**src/rtl/timer_pkg.sv**
```systemverilog
// Shared definitions for the minutes:seconds timer core.
// Holds the FSM state encoding, the 6-bit minute/second limit, the BCD
// digit width and small helpers for saturation and binary-to-BCD split.
package timer_pkg;

    localparam int unsigned MS_W  = 6;
    localparam int unsigned BCD_W = 4;

    localparam logic [MS_W-1:0] MAX_MS = 6'd59;

    typedef enum logic [1:0] {
        IDLE  = 2'd0,
        RUN   = 2'd1,
        PAUSE = 2'd2,
        ALARM = 2'd3
    } state_t;

    typedef struct packed {
        logic [BCD_W-1:0] tens;
        logic [BCD_W-1:0] units;
    } bcd_pair_t;

    // Clamp a switch value to the largest legal minute/second count.
    function automatic logic [MS_W-1:0] sat_ms(input logic [MS_W-1:0] v);
        return (v > MAX_MS) ? MAX_MS : v;
    endfunction

    // Split a 0..59 value into its tens and units digits.
    function automatic bcd_pair_t to_bcd(input logic [MS_W-1:0] v);
        bcd_pair_t r;
        r.tens  = BCD_W'(v / MS_W'(10));
        r.units = BCD_W'(v % MS_W'(10));
        return r;
    endfunction

endpackage

```
**src/rtl/mmss_timer_core_if.sv**
```systemverilog
// Control/display bundle of the timer core.
// master: drives num, setmin, setsec, dir, start, stop; reads the digits,
//         running, alarm and done.
// slave : the timer core side.
interface mmss_timer_core_if;
    import timer_pkg::*;

    logic [MS_W-1:0]  num;
    logic             setmin;
    logic             setsec;
    logic             dir;
    logic             start;
    logic             stop;
    logic [BCD_W-1:0] min1;
    logic [BCD_W-1:0] min0;
    logic [BCD_W-1:0] sec1;
    logic [BCD_W-1:0] sec0;
    logic             running;
    logic             alarm;
    logic             done;

    modport master (
        output num, setmin, setsec, dir, start, stop,
        input  min1, min0, sec1, sec0, running, alarm, done
    );

    modport slave (
        input  num, setmin, setsec, dir, start, stop,
        output min1, min0, sec1, sec0, running, alarm, done
    );

endinterface

```
**src/rtl/tick_gen.sv**
```systemverilog
// One-second prescaler.
// Ports: clk, reset (async active-low), en (count this cycle),
//        clr (restart the period), tick (high on the last cycle of a period
//        while enabled; the counter wraps to 0 on that cycle).
module tick_gen #(
    parameter int unsigned TICK_DIV = 50_000_000
) (
    input  logic clk,
    input  logic reset,
    input  logic en,
    input  logic clr,
    output logic tick
);

    localparam int unsigned CNT_W = (TICK_DIV > 1) ? $clog2(TICK_DIV) : 1;
    localparam logic [CNT_W-1:0] LAST = CNT_W'(TICK_DIV - 1);

    logic [CNT_W-1:0] cnt;

    assign tick = en && (cnt == LAST);

    // Counter holds its value when disabled so a pause keeps the phase.
    always_ff @(posedge clk or negedge reset) begin
        if (!reset) begin
            cnt <= '0;
        end else if (clr) begin
            cnt <= '0;
        end else if (en) begin
            cnt <= tick ? '0 : cnt + CNT_W'(1);
        end
    end

endmodule

```
**src/rtl/mmss_timer_core.sv**
```systemverilog
// Kitchen-timer timekeeping core: loads minutes/seconds from switches,
// counts up or down once per prescaler tick and raises an alarm at the end.
// Ports: clk, reset (async active-low), bus (slave side of
//        mmss_timer_core_if: load/start/stop controls in, BCD digits and
//        running/alarm/done status out, all outputs registered).
module mmss_timer_core
    import timer_pkg::*;
#(
    parameter int unsigned TICK_DIV = 50_000_000
) (
    input  logic                 clk,
    input  logic                 reset,
    mmss_timer_core_if.slave     bus
);

    state_t          state, state_n;
    logic [MS_W-1:0] min_q, min_n;
    logic [MS_W-1:0] sec_q, sec_n;
    logic            up_q, up_n;
    logic            tick;
    logic            pre_en;
    logic            start_blocked;
    logic            start_ok;
    bcd_pair_t       min_bcd, sec_bcd;

    // A start that would finish immediately is refused.
    assign start_blocked = bus.dir ? ((min_q == MAX_MS) && (sec_q == MAX_MS))
                                   : ((min_q == '0) && (sec_q == '0));
    assign start_ok = ((state == IDLE) || (state == PAUSE)) && bus.start
                      && !bus.stop && !start_blocked;
    // Stop beats a coincident tick, so the prescaler is held that cycle too.
    assign pre_en = (state == RUN) && !bus.stop;

    tick_gen #(.TICK_DIV(TICK_DIV)) u_tick_gen (
        .clk   (clk),
        .reset (reset),
        .en    (pre_en),
        .clr   (start_ok),
        .tick  (tick)
    );

    // Next state and next count.
    always_comb begin
        state_n = state;
        min_n   = min_q;
        sec_n   = sec_q;
        up_n    = up_q;
        case (state)
            IDLE, PAUSE: begin
                if (bus.setmin) begin
                    min_n = sat_ms(bus.num);
                end else if (bus.setsec) begin
                    sec_n = sat_ms(bus.num);
                end
                if (start_ok) begin
                    state_n = RUN;
                    up_n    = bus.dir;
                end
            end
            RUN: begin
                if (bus.stop) begin
                    state_n = PAUSE;
                end else if (tick) begin
                    if (up_q) begin
                        if (sec_q == MAX_MS) begin
                            sec_n = '0;
                            min_n = min_q + MS_W'(1);
                        end else begin
                            sec_n = sec_q + MS_W'(1);
                        end
                        if ((min_n == MAX_MS) && (sec_n == MAX_MS)) begin
                            state_n = ALARM;
                        end
                    end else begin
                        if (sec_q == '0) begin
                            sec_n = MAX_MS;
                            min_n = min_q - MS_W'(1);
                        end else begin
                            sec_n = sec_q - MS_W'(1);
                        end
                        if ((min_n == '0) && (sec_n == '0)) begin
                            state_n = ALARM;
                        end
                    end
                end
            end
            ALARM: begin
                if (bus.stop) begin
                    state_n = IDLE;
                end
            end
            default: state_n = IDLE;
        endcase
    end

    assign min_bcd = to_bcd(min_n);
    assign sec_bcd = to_bcd(sec_n);

    // State, counters and outputs registered from the next-state values.
    always_ff @(posedge clk or negedge reset) begin
        if (!reset) begin
            state       <= IDLE;
            min_q       <= '0;
            sec_q       <= '0;
            up_q        <= 1'b0;
            bus.min1    <= '0;
            bus.min0    <= '0;
            bus.sec1    <= '0;
            bus.sec0    <= '0;
            bus.running <= 1'b0;
            bus.alarm   <= 1'b0;
            bus.done    <= 1'b0;
        end else begin
            state       <= state_n;
            min_q       <= min_n;
            sec_q       <= sec_n;
            up_q        <= up_n;
            bus.min1    <= min_bcd.tens;
            bus.min0    <= min_bcd.units;
            bus.sec1    <= sec_bcd.tens;
            bus.sec0    <= sec_bcd.units;
            bus.running <= (state_n == RUN);
            bus.alarm   <= (state_n == ALARM);
            bus.done    <= (state_n == ALARM) && (state != ALARM);
        end
    end

endmodule

```
**src/flat_wrapper.sv**
```systemverilog
// flat-port wrapper written by rule: the top's interface ports become plain ports
module mmss_timer_core_flat import timer_pkg::*;
#(
    parameter int unsigned TICK_DIV = 50_000_000
)
  (clk, reset, bus_num, bus_setmin, bus_setsec, bus_dir, bus_start, bus_stop, bus_min1, bus_min0, bus_sec1, bus_sec0, bus_running, bus_alarm, bus_done);
  mmss_timer_core_if bus_i ();
  input  logic clk;
  input  logic reset;
  input wire logic [$bits(bus_i.num)-1:0] bus_num;
  input wire logic [$bits(bus_i.setmin)-1:0] bus_setmin;
  input wire logic [$bits(bus_i.setsec)-1:0] bus_setsec;
  input wire logic [$bits(bus_i.dir)-1:0] bus_dir;
  input wire logic [$bits(bus_i.start)-1:0] bus_start;
  input wire logic [$bits(bus_i.stop)-1:0] bus_stop;
  output wire logic [$bits(bus_i.min1)-1:0] bus_min1;
  output wire logic [$bits(bus_i.min0)-1:0] bus_min0;
  output wire logic [$bits(bus_i.sec1)-1:0] bus_sec1;
  output wire logic [$bits(bus_i.sec0)-1:0] bus_sec0;
  output wire logic [$bits(bus_i.running)-1:0] bus_running;
  output wire logic [$bits(bus_i.alarm)-1:0] bus_alarm;
  output wire logic [$bits(bus_i.done)-1:0] bus_done;
  assign bus_i.num = bus_num;
  assign bus_i.setmin = bus_setmin;
  assign bus_i.setsec = bus_setsec;
  assign bus_i.dir = bus_dir;
  assign bus_i.start = bus_start;
  assign bus_i.stop = bus_stop;
  assign bus_min1 = bus_i.min1;
  assign bus_min0 = bus_i.min0;
  assign bus_sec1 = bus_i.sec1;
  assign bus_sec0 = bus_i.sec0;
  assign bus_running = bus_i.running;
  assign bus_alarm = bus_i.alarm;
  assign bus_done = bus_i.done;
  mmss_timer_core #(.TICK_DIV(TICK_DIV)) u_core (.clk(clk), .reset(reset), .bus(bus_i));
endmodule
```
**config.mk**
```make
export PLATFORM = sky130hd
export DESIGN_NAME = mmss_timer_core_flat
export DESIGN_NICKNAME = d
export VERILOG_FILES = /design/src/rtl/timer_pkg.sv /design/src/rtl/mmss_timer_core_if.sv /design/src/rtl/tick_gen.sv /design/src/rtl/mmss_timer_core.sv /design/src/flat_wrapper.sv
export SDC_FILE = /design/constraint.sdc
export NUM_CORES = 1
export LEC_CHECK = 0
export ABC_CLOCK_PERIOD_IN_PS = 4700
export CORE_MARGIN = 4
export CORE_UTILIZATION = 60
export DETAILED_ROUTE_END_ITERATION = 7
export GPL_ROUTABILITY_DRIVEN = 1
export GPL_TIMING_DRIVEN = 0
export PLACE_DENSITY = 0.81
export SLEW_MARGIN = 40
export SYNTH_ARGS = -nofsm -noshare
export SYNTH_HDL_FRONTEND = slang
export SYNTH_HIERARCHICAL = 1
export SYNTH_SLANG_ARGS = --single-unit
```
**constraint.sdc**
```tcl
create_clock -name clk -period 4.7 [get_ports clk]
set_input_delay 0.94 -clock clk [delete_from_list [all_inputs] [get_ports clk]]
set_output_delay 0.94 -clock clk [all_outputs]
set_load 0.01 [all_outputs]
```
# [Word-level counts from Yosys, hierarchy flattened]
# Index checks and enable logic that the tools add are counted.
[word_totals] inputBits=13 regBits=60 wordCells=98 out_inout_bits=19
[classes] add_sub_neg=5 n_reduce_logical=21 eq_ne=11 order_cmp=1 n_div=4 n_mux=44
[op_table] op="2-to-1 mux 6 bit" count=30
[op_table] op="2-to-1 mux 26 bit" count=3
[op_table] op="adder 26 x 1 -> 26 bit, second input constant" count=1
[op_table] op="== test 26 bit, second input constant" count=1
[op_table] op="== test 6 bit, second input constant" count=4
[op_table] op="zero test 6 bit" count=4
[op_table] op="one-hot mux 6 bit (2 select lines)" count=2
[op_table] op="2-to-1 mux 2 bit" count=7
[op_table] op="adder 6 x 1 -> 6 bit, second input constant" count=2
[op_table] op="divider 6 x 4 -> 6 bit, second input constant" count=2
[op_table] op="remainder unit 6 x 4 -> 6 bit, second input constant" count=2
[op_table] op="subtractor 6 x 1 -> 6 bit, second input constant" count=2
[op_table] op="logical AND 1 bit" count=10
[op_table] op="== test 2 bit, second input constant" count=3
[op_table] op="> comparator 6 bit, second input constant" count=1
[op_table] op="one-hot mux 2 bit (3 select lines)" count=1
[op_table] op="== test 2 x 1 -> 1 bit, second input constant" count=2
[op_table] op="zero test 1 bit" count=2
[op_table] op="zero test 2 bit" count=1
[op_table] op="inequality test 2 bit, second input constant" count=1
[op_table] op="AND reduction 2 bit" count=1
[op_table] op="nonzero test 2 bit" count=1
[op_table] op="OR reduction 2 bit" count=1
[op_table] op="logical OR 1 bit" count=1
[op_table] op="2-to-1 mux 1 bit" count=1

# [Depth between registers and ports, before layout]
# Gate-level depths: netlist of run 1.
[depth] ltp_word=15 ltp_mapped=22 ltp_nobuf=19

# [Hierarchy]
# Netlist of run 1, hierarchy kept.
[by_module_without_submodules] module="mmss_timer_core" area_per_inst_um2=2766.4 cells_each=334 n_inst=1
[by_module_without_submodules] module="tick_gen" area_per_inst_um2=1492.7 cells_each=157 n_inst=1

# [Worst setup path before layout of run 1]
# No wires, ideal clock.
[synth_path] path_type="input-to-reg" startpoint="input port bus_stop" endpoint="register u_core.bus.min0[3]" stages=19 t_required_ns=4.613 path_slack_ns=0.097 t_arrival_ns=4.517 setup_ns=0.087 n_path_buf=2 cell_sequence="nand2b_1 -> nor2_1 -> nor4b_1 -> and4_1 -> nand2_1 -> inv_1 -> and4bb_2 -> buf_2 -> a31oi_1 -> o221a_2 -> clkbuf_1 -> ha_1 -> a21oi_1 -> o22a_1 -> o221ai_1 -> nand2_1 -> ha_1 -> a221o_1 -> o211ai_1"
[synth_lines] item="start: declaration" line="flat_wrapper.sv:15" rtl="input wire logic [$bits(bus_i.stop)-1:0] bus_stop;"
[synth_lines] item="end signal: assignment" line="mmss_timer_core.sv:119" rtl="bus.min0 <= min_bcd.units;"
[synth_lines] item="end: declaration" line="mmss_timer_core_if.sv:29" rtl="output min1, min0, sec1, sec0, running, alarm, done"

==> implementation parameters, run 1 <==
Parameter                              Value

Outcome
  Result of the run ... finished clean

Clock network
  Bufs on Longest Clock Path ... 2
  TritonCTS Buffers ... 5
  Worst-path clk slew ... around 0.10 ns
  Buffer cell driving the clock tree root ... sky130_fd_sc_hd__clkbuf_8
  Sink count of the clock tree ... 56
  Deepest level of the CTS H-tree ... 2
  Clock latency reported for the late side of the worst-skew pair ... 0.32 ns
  Clock tree from TritonCTS ... done
  Post-CTS Hold Buffers ... 0

Place
  I/O Buffers ... 29
  Detailed placement HPWL ... 7.94 mm
  Pre-CTS worst setup slack ... -1.20 ns
  Final weighted congestion in routability-driven placement ... 0.929

Routing
  TritonRoute pass-1 iters ... 5
  Mean number of vias per cell ... 6.42
  Antenna violation net count after detailed routing ... 0
  Final WL ... approximately 11 mm
  DRC violation total after the first TritonRoute iteration ... between 300 and 400
  DR DRC count ... 0
  Wirelength per Cell ... 17.1 um
  Via count ... 4045

Yosys
  Area of the mapped netlist ... between 0.004 and 0.005 mm2
  Fraction of registers with async set/reset ... 100%
  Top cells by instance count after synthesis ... sky130_fd_sc_hd__dfrtp_1 (56), sky130_fd_sc_hd__nor2_1 (47), sky130_fd_sc_hd__nand2_1 (29)
  Top-count cell post-synth ... sky130_fd_sc_hd__dfrtp_1
  Cell count after synthesis ... 491
  Number of flops mapped to enable cells by yosys ... 0
  Avg Synthesized Cell Area ... 8.67 um2
  Share of the synthesized area in the top cell type ... 32.9%
  Top post-synthesis cells by area ... sky130_fd_sc_hd__dfrtp_1 (33%), sky130_fd_sc_hd__nor2_1 (4.1%), sky130_fd_sc_hd__ha_1 (3.5%)
  Ys Warns ... 6
  Synth cell types ... between 80 and 90
  Most common flop cell mapped by yosys ... sky130_fd_sc_hd__dfrtp_1
  Synthesis-stage register bit count ... 56
  Cell taking the most area after synthesis ... sky130_fd_sc_hd__dfrtp_1
  Register area share after synthesis ... 32.9%

Power and ir drop
  Maximum ir drop on the vdd rail ... 0.000223 V
  Cell-internal power ... 1.01 mW
  Sequential group share of total power ... 36.0%
  Power Dens Cells ... between 300 and 400 mW/mm2
  P_sw ... ~0.66 mW
  Leakage Power ... 2.01 nW
  Clock group share of total power ... 15.8%
  Switch share ... 39.5%
  Power, Total ... 1.67 mW
  Share of power burned in combinational logic ... approximately half

Setup path
  Worst path bufs/invs ... 4
  Startpoint types ... input pin
  Cell-by-cell listing of the critical path ... dlygate4sd2_1 > nand2b_4 > nor2_4 > nor4b_4 > and4_1 > nand2_2 > inv_2 > and4bb_2 > buf_6 > nor2_1 > a221o_1 > buf_4 > xor2_1 > nor2_1 > a21oi_1 > ha_2 > nand2b_1 > o22a_1 > o221a_2 > o221ai_1
  Data arrival time of the worst path ... roughly 4.8 ns
  CP delay by family, top ... simple AND/OR/NAND/NOR gates
  Start point of the critical path ... bus_stop
  Critical Path Sink Type ... flip-flop
  FF-to-FF Start ... u_core/state[0]
  Cell seen most often among critical-path stages ... sky130_fd_sc_hd__nor2_1
  Crit path required time ... 4.93 ns
  CP max-delay cell ... sky130_fd_sc_hd__a221o_1
  Delay contributed by the slowest stage of the critical path ... 0.44 ns
  Worst Path Class, Setup ... input pin to flip-flop
  Crit-path max FO ... 10

Layout
  Antenna diode count ... 0
  Total Nets Final ... 559
  Final standard cell utilization of the core ... 71.7%
  Area overhead of the layout relative to synthesis ... 15.0%
  Share of final-layout standard cells stronger than drive strength 1 ... approximately 14%
  Fillers ... 562

Global routing
  Largest net degree at the start of global routing ... 31
  Residual overflow from global routing ... 0
  Global-route wire length before repair ... 18.0 mm
  Via count of the first global-routing pass ... 3624
  Overall Global Routing Usage ... 25.9%
  Number of antenna violations at the first check in global routing ... 0

STA
  Final critical-path setup slack ... 0.150 ns
  Max-slew violation count ... 0
  Fmax ... 0.220 GHz
  Worst Max-Slew Pin Slew ... 0.801 ns
  Final worst path period need ... 4.55 ns
  Final setup violation count ... 0
  Hold Slack ... 0.521 ns
  Relative slew margins ... 46.6%
  Final number of hold-violating endpoints ... 0
  Fin Clk Skew ... 0.0132 ns
  Final worst path period share ... 96.8%

Die
  Total die area ... 0.00851 mm2
  Floorplan core area ... 0.00683 mm2
  Cell row count ... 30
  Top-Level Pins ... 32
  Die Ht ... 92.3 um
  Initial standard-cell utilization of the core ... 62.3%
  Die extent in x ... 92.3 um

Worst hold path
  Path class of the lowest-slack min-delay path ... input pin to asynchronous set/reset pin

Flow run
  MaxCap Viol Count ... 0
-- power groups by stage --
stage                     clock (mW)  sequential, mW  combinational (mW)
after global routing           0.298           0.609               0.878
after detailed placement           0           0.608               0.760
after global placement             0           0.605               0.741
final                          0.263           0.600               0.805
after floorplan                    0           0.619               0.502
after CTS                      0.272           0.599               0.774
-- per-stage QoR --
stage,std cells,TNS (ns),cell area [um2]
2_1_floorplan,492,0,4260
3_3_place_gp,617,-5.94,4670
3_5_place_dp,618,-7.13,4690
4_1_cts,627,0,4830
5_1_grt,630,-0.0451,4900
6_report,630,0,4900
-- routing by layer --
layer  vias to the layer above  global-route usage (%)  wire length (um)
li1                       1913                       -                 -
met1                      1975                    39.2              4830
met2                       145                    38.9              5080
met3                        12                    3.86               770
met4                         0                    5.82               107
met5                         -                       0                 0
-- area by class of cell --
| class | count | area (um2) | area share [%] |
|---|---|---|---|
| timing repair buffer | 36 | 352 | 7.18 |
| clock inverter | 2 | 16.3 | 0.332 |
| buffer | 31 | 194 | 3.96 |
| sequential | 56 | 1400 | 28.6 |
| multi-input combinational | 386 | 2680 | 54.6 |
| tap | 96 | 120 | 2.45 |
| clock buffer | 5 | 68.8 | 1.41 |
| inverter | 18 | 70.1 | 1.43 |
-- sequential cells by signal, summed over array words and instances, names as in the netlist --
register               count
u_core/bus.alarm           1
u_core/bus.done            1
u_core/bus.min0            3
u_core/bus.min1            3
u_core/bus.running         1
u_core/bus.sec0            3
u_core/bus.sec1            3
u_core/min_q               6
u_core/sec_q               6
u_core/state               2
u_core/u_tick_gen/cnt     26
u_core/up_q                1
-- layout by cell type (no fill, tap or decap), types with 9 or more instances in the layout --
| master | instances |
|---|---|
| sky130_fd_sc_hd__buf_2 | 11 |
| sky130_fd_sc_hd__ha_1 | 10 |
| sky130_fd_sc_hd__xor2_1 | 16 |
| sky130_fd_sc_hd__nand2_1 | 28 |
| sky130_fd_sc_hd__xnor2_1 | 10 |
| sky130_fd_sc_hd__clkdlybuf4s50_1 | 27 |
| sky130_fd_sc_hd__inv_1 | 13 |
| sky130_fd_sc_hd__a21oi_1 | 24 |
| sky130_fd_sc_hd__nand3_1 | 27 |
| sky130_fd_sc_hd__dfrtp_1 | 56 |
| sky130_fd_sc_hd__nor2_1 | 46 |
| sky130_fd_sc_hd__nand4_1 | 19 |
| sky130_fd_sc_hd__buf_4 | 14 |
| sky130_fd_sc_hd__and3_1 | 9 |
| sky130_fd_sc_hd__o21ai_0 | 14 |
| sky130_fd_sc_hd__nor3_1 | 9 |
-- cell families after synthesis --
group / share of synthesized area (%)
other: 0.0880
adder cells (fa/ha/maj): 3.53
flip-flops: 32.9
multiplexers: 1.76
AO/OA/AOI/OAI: 21.3
AND/OR/NAND/NOR: 28.8
buffers and inverters: 5.90
XOR/XNOR: 5.73
-- path summary, 6_finish.rpt --
check / to / slack, ns / cells past startpoint
worst max-delay path: u_core/bus.sec0[3] / 0.15 / 20
worst min-delay path: u_core/u_tick_gen/cnt[23] / 0.52 / 1
worst max register to register: u_core/bus.sec0[3] / 0.53 / 20
worst min register to register: u_core/u_tick_gen/cnt[25] / 0.54 / 2
max in group asynchronous: u_core/sec_q[5] / 3.71 / 2
min in group clk: u_core/u_tick_gen/cnt[25] / 0.54 / 2
-- what timing repair did --
action                                  CTS  global route
resized for setup                        10            14
setup buffers                             2             4
endpoints found under the setup margin    7             5
cloned                                    0             0
pin swaps                                 1             3
No activity file was read; power rests on OpenSTA's default activity.
==> run 2, diff against run 1 <==
--- a/config.mk
+++ b/config.mk
@@ -6,12 +6,13 @@
 export NUM_CORES = 1
 export LEC_CHECK = 0
 export ABC_CLOCK_PERIOD_IN_PS = 4700
+export CORE_ASPECT_RATIO = 0.5
 export CORE_MARGIN = 4
-export CORE_UTILIZATION = 60
+export CORE_UTILIZATION = 55
 export DETAILED_ROUTE_END_ITERATION = 7
 export GPL_ROUTABILITY_DRIVEN = 1
 export GPL_TIMING_DRIVEN = 0
-export PLACE_DENSITY = 0.81
+export PLACE_DENSITY = 0.76
 export SLEW_MARGIN = 40
 export SYNTH_ARGS = -nofsm -noshare
 export SYNTH_HDL_FRONTEND = slang
==> run 2 against run 1 <==
Against the previous run:
- fmax rose by 2.7%
- hold slack got worse by 0.035 ns
- die area rose by 9.3%
- register-to-register slack barely moved
- total power rose by 6.1%
- clock power rose by 44%
- core utilization fell by 5.4 points
- sequential power fell by 0.7%
- sequential cell count did not move
- sequential share of layout area fell by 0.15 points
- count of clock-buffer cells in the layout rose by 1
- global-route usage fell by 2.8 points
- critical endpoint unchanged
- largest cell class unchanged
==> implementation parameters, run 2 (synthesis gave the netlist of run 1 again) <==
Parameter                              Value

Outcome
  Result of the run ... finished clean

Die
  Floorplan core area ... between 0.007 and 0.008 mm2
  Die Ht ... 70.2 um
  Total die area ... 0.00930 mm2
  Top-Level Pins ... 32
  Initial standard-cell utilization of the core ... 57.3%
  Die extent in x ... 132 um
  Cell row count ... 22

Global routing
  Global-route wire length before repair ... 18.0 mm
  Overall Global Routing Usage ... 23.0%
  Largest net degree at the start of global routing ... 43
  Residual overflow from global routing ... 0
  Via count of the first global-routing pass ... 3747
  Number of antenna violations at the first check in global routing ... 0

Layout
  Flip-flop count of the largest register, all copies and words added ... 26
  Area overhead of the layout relative to synthesis ... 15.6%
  Total Nets Final ... roughly 560
  Area of all sequential standard cells ... around 0.0014 mm2
  Most used cells in the layout excluding fill and tap cells ... sky130_fd_sc_hd__dfrtp_1 (56), sky130_fd_sc_hd__nor2_1 (46), sky130_fd_sc_hd__nand2_1 (28)
  Fillers ... 641
  Post-route cell area ... 0.00492 mm2
  Area occupied by multi-input gates ... roughly 0.0027 mm2
  Largest Register ... u_core/u_tick_gen/cnt
  Share of final-layout standard cells stronger than drive strength 1 ... 13.5%
  Biggest registers after layout ... u_core/u_tick_gen/cnt: 26 flops, u_core/min_q: 6 flops, u_core/sec_q: 6 flops
  Most common cell after layout, fill and taps aside ... sky130_fd_sc_hd__dfrtp_1
  Number of standard cells in the layout, taps in and fillers out ... 629
  Antenna diode count ... 0

Setup path
  Data arrival time of the worst path ... about 4.6 ns
  Startpoint types ... input pin
  CP max-delay cell ... sky130_fd_sc_hd__and4bb_2
  Reg2Reg Depth ... 22
  Crit-path max FO ... 10
  Cell-by-cell listing of the critical path ... clkbuf_2 > nand2b_4 > nor2_4 > nor4b_4 > and4_1 > nand2_2 > inv_2 > and4bb_2 > buf_8 > nor2_1 > a22o_1 > nor3_2 > nor3_2 > clkbuf_4 > xor2_1 > nor2_1 > a21oi_1 > ha_2 > nand2b_1 > o22a_1 > o221a_2 > o221ai_1
  Critical Path Sink Type ... flip-flop
  Worst Path Class, Setup ... input pin to flip-flop
  Delay contributed by the slowest stage of the critical path ... 0.28 ns
  Crit path required time ... 4.90 ns

Clock network
  Buffer cell driving the clock tree root ... sky130_fd_sc_hd__clkbuf_16
  Bufs on Longest Clock Path ... 2
  Sink count of the clock tree ... 56
  TritonCTS Buffers ... 5
  Clock latency reported for the late side of the worst-skew pair ... 0.30 ns
  Post-CTS Hold Buffers ... 0
  Worst-path clk slew ... 0.07 ns
  Clock tree from TritonCTS ... done
  Deepest level of the CTS H-tree ... 2

Power and ir drop
  Share of power burned in combinational logic ... roughly 45%
  P_sw ... 0.669 mW
  Leakage Power ... 2.02 nW
  Power Dens Cells ... around 360 mW/mm2
  Switch share ... 37.9%
  Cell-internal power ... 1.10 mW
  Sequential group share of total power ... 33.7%
  Clock group share of total power ... 21.4%
  Maximum ir drop on the vdd rail ... ~0.00025 V

STA
  Final worst path period need ... 4.43 ns
  Max-slew violation count ... 0
  Final number of hold-violating endpoints ... 0
  Final setup violation count ... 0
  Worst Max-Slew Pin Slew ... a little under 0.8 ns
  Final worst path period share ... a little over nine tenths
  Relative slew margins ... 47.6%
  Fmax ... 0.226 GHz
  Fin Clk Skew ... slightly above 0.004 ns

Routing
  Via count ... 3933
  Mean number of vias per cell ... 6.25
  Wirelength per Cell ... 16.7 um
  DR DRC count ... 0
  Final WL ... 10.5 mm
  DRC violation total after the first TritonRoute iteration ... 344
  TritonRoute pass-1 iters ... 5
  Antenna violation net count after detailed routing ... 0

Flow run
  MaxCap Viol Count ... 0

Place
  Detailed placement HPWL ... 7.66 mm
  Placed Instance Area ... 0.00469 mm2
  I/O Buffers ... 29
  Placed Cells ... 618
  Final weighted congestion in routability-driven placement ... around 0.90

Worst hold path
  Path class of the lowest-slack min-delay path ... input pin to asynchronous set/reset pin
run 2: path summary, 6_finish.rpt:
kind | startpoint | endpoint | slack [ns]
min in group clk | u_core/u_tick_gen/cnt[25] | u_core/u_tick_gen/cnt[25] | 0.55
max in group asynchronous | reset | u_core/sec_q[5] | 3.74
hold / removal | reset | u_core/u_tick_gen/cnt[21] | 0.49
setup / recovery | bus_stop | u_core/bus.sec0[3] | 0.27
hold reg to reg | u_core/u_tick_gen/cnt[25] | u_core/u_tick_gen/cnt[25] | 0.55
setup reg to reg | u_core/state[0] | u_core/bus.sec0[3] | 0.52
run 2: cell type report:
| class | count | area share (%) |
|---|---|---|
| buffer | 32 | 4.04 |
| clock buffer | 6 | 2.62 |
| clock inverter | 2 | 0.330 |
| inverter | 18 | 1.42 |
| timing repair buffer | 33 | 6.61 |
| tap | 96 | 2.44 |
| sequential | 56 | 28.5 |
| multi-input combinational | 386 | 54.1 |
run 2: per-layer routing:
metal | track usage, % | wire length [um]
met4 | 4.84 | 102
met2 | 37.4 | 4930
met5 | 0 | 0
met1 | 31.9 | 4860
met3 | 4.82 | 583
run 2: power by group through the flow:
stage,registers [mW],logic (mW),clock network [mW]
after floorplan,0.619,0.502,0
after global placement,0.606,0.747,0
after detailed placement,0.606,0.762,0
after CTS,0.597,0.777,0.392
after global routing,0.605,0.869,0.413
final,0.596,0.793,0.379
run 2: per-stage QoR:
step                      util [%]  power (mW)  hold slack, ns  setup WS (ns)   TNS, ns
final                         66.2        1.77           0.485          0.269         0
after global routing          66.2        1.89           0.486       -0.00328  -0.00328
after CTS                     65.9        1.77           0.489        0.00982         0
after detailed placement      63.1        1.37           0.530          -1.20     -6.90
after global placement        62.9        1.35           0.520          -1.21     -6.98
after floorplan                  -        1.12           0.499         0.0968         0
run 2: worst max-delay path: cells and delay by family:
family | cells | cell delay [ns]
buffers and inverters | 4 | 0.58
AO/OA/AOI/OAI | 5 | 0.92
XOR/XNOR | 1 | 0.16
adder cells (fa/ha/maj) | 1 | 0.22
AND/OR/NAND/NOR | 11 | 1.80
run 2: repair_timing:
action                                  CTS  global route
resized for setup                        12            10
setup buffers                             2             1
pin swaps                                 1             3
endpoints found under the setup margin    7             4
==> run 3, diff against run 2 <==
--- a/config.mk
+++ b/config.mk
@@ -10,7 +10,6 @@
 export CORE_MARGIN = 4
 export CORE_UTILIZATION = 55
 export DETAILED_ROUTE_END_ITERATION = 7
-export GPL_ROUTABILITY_DRIVEN = 1
 export GPL_TIMING_DRIVEN = 0
 export PLACE_DENSITY = 0.76
 export SLEW_MARGIN = 40
==> results of run 3 <==
No change in the layout: final DEF, timing and power equal those of run 2.
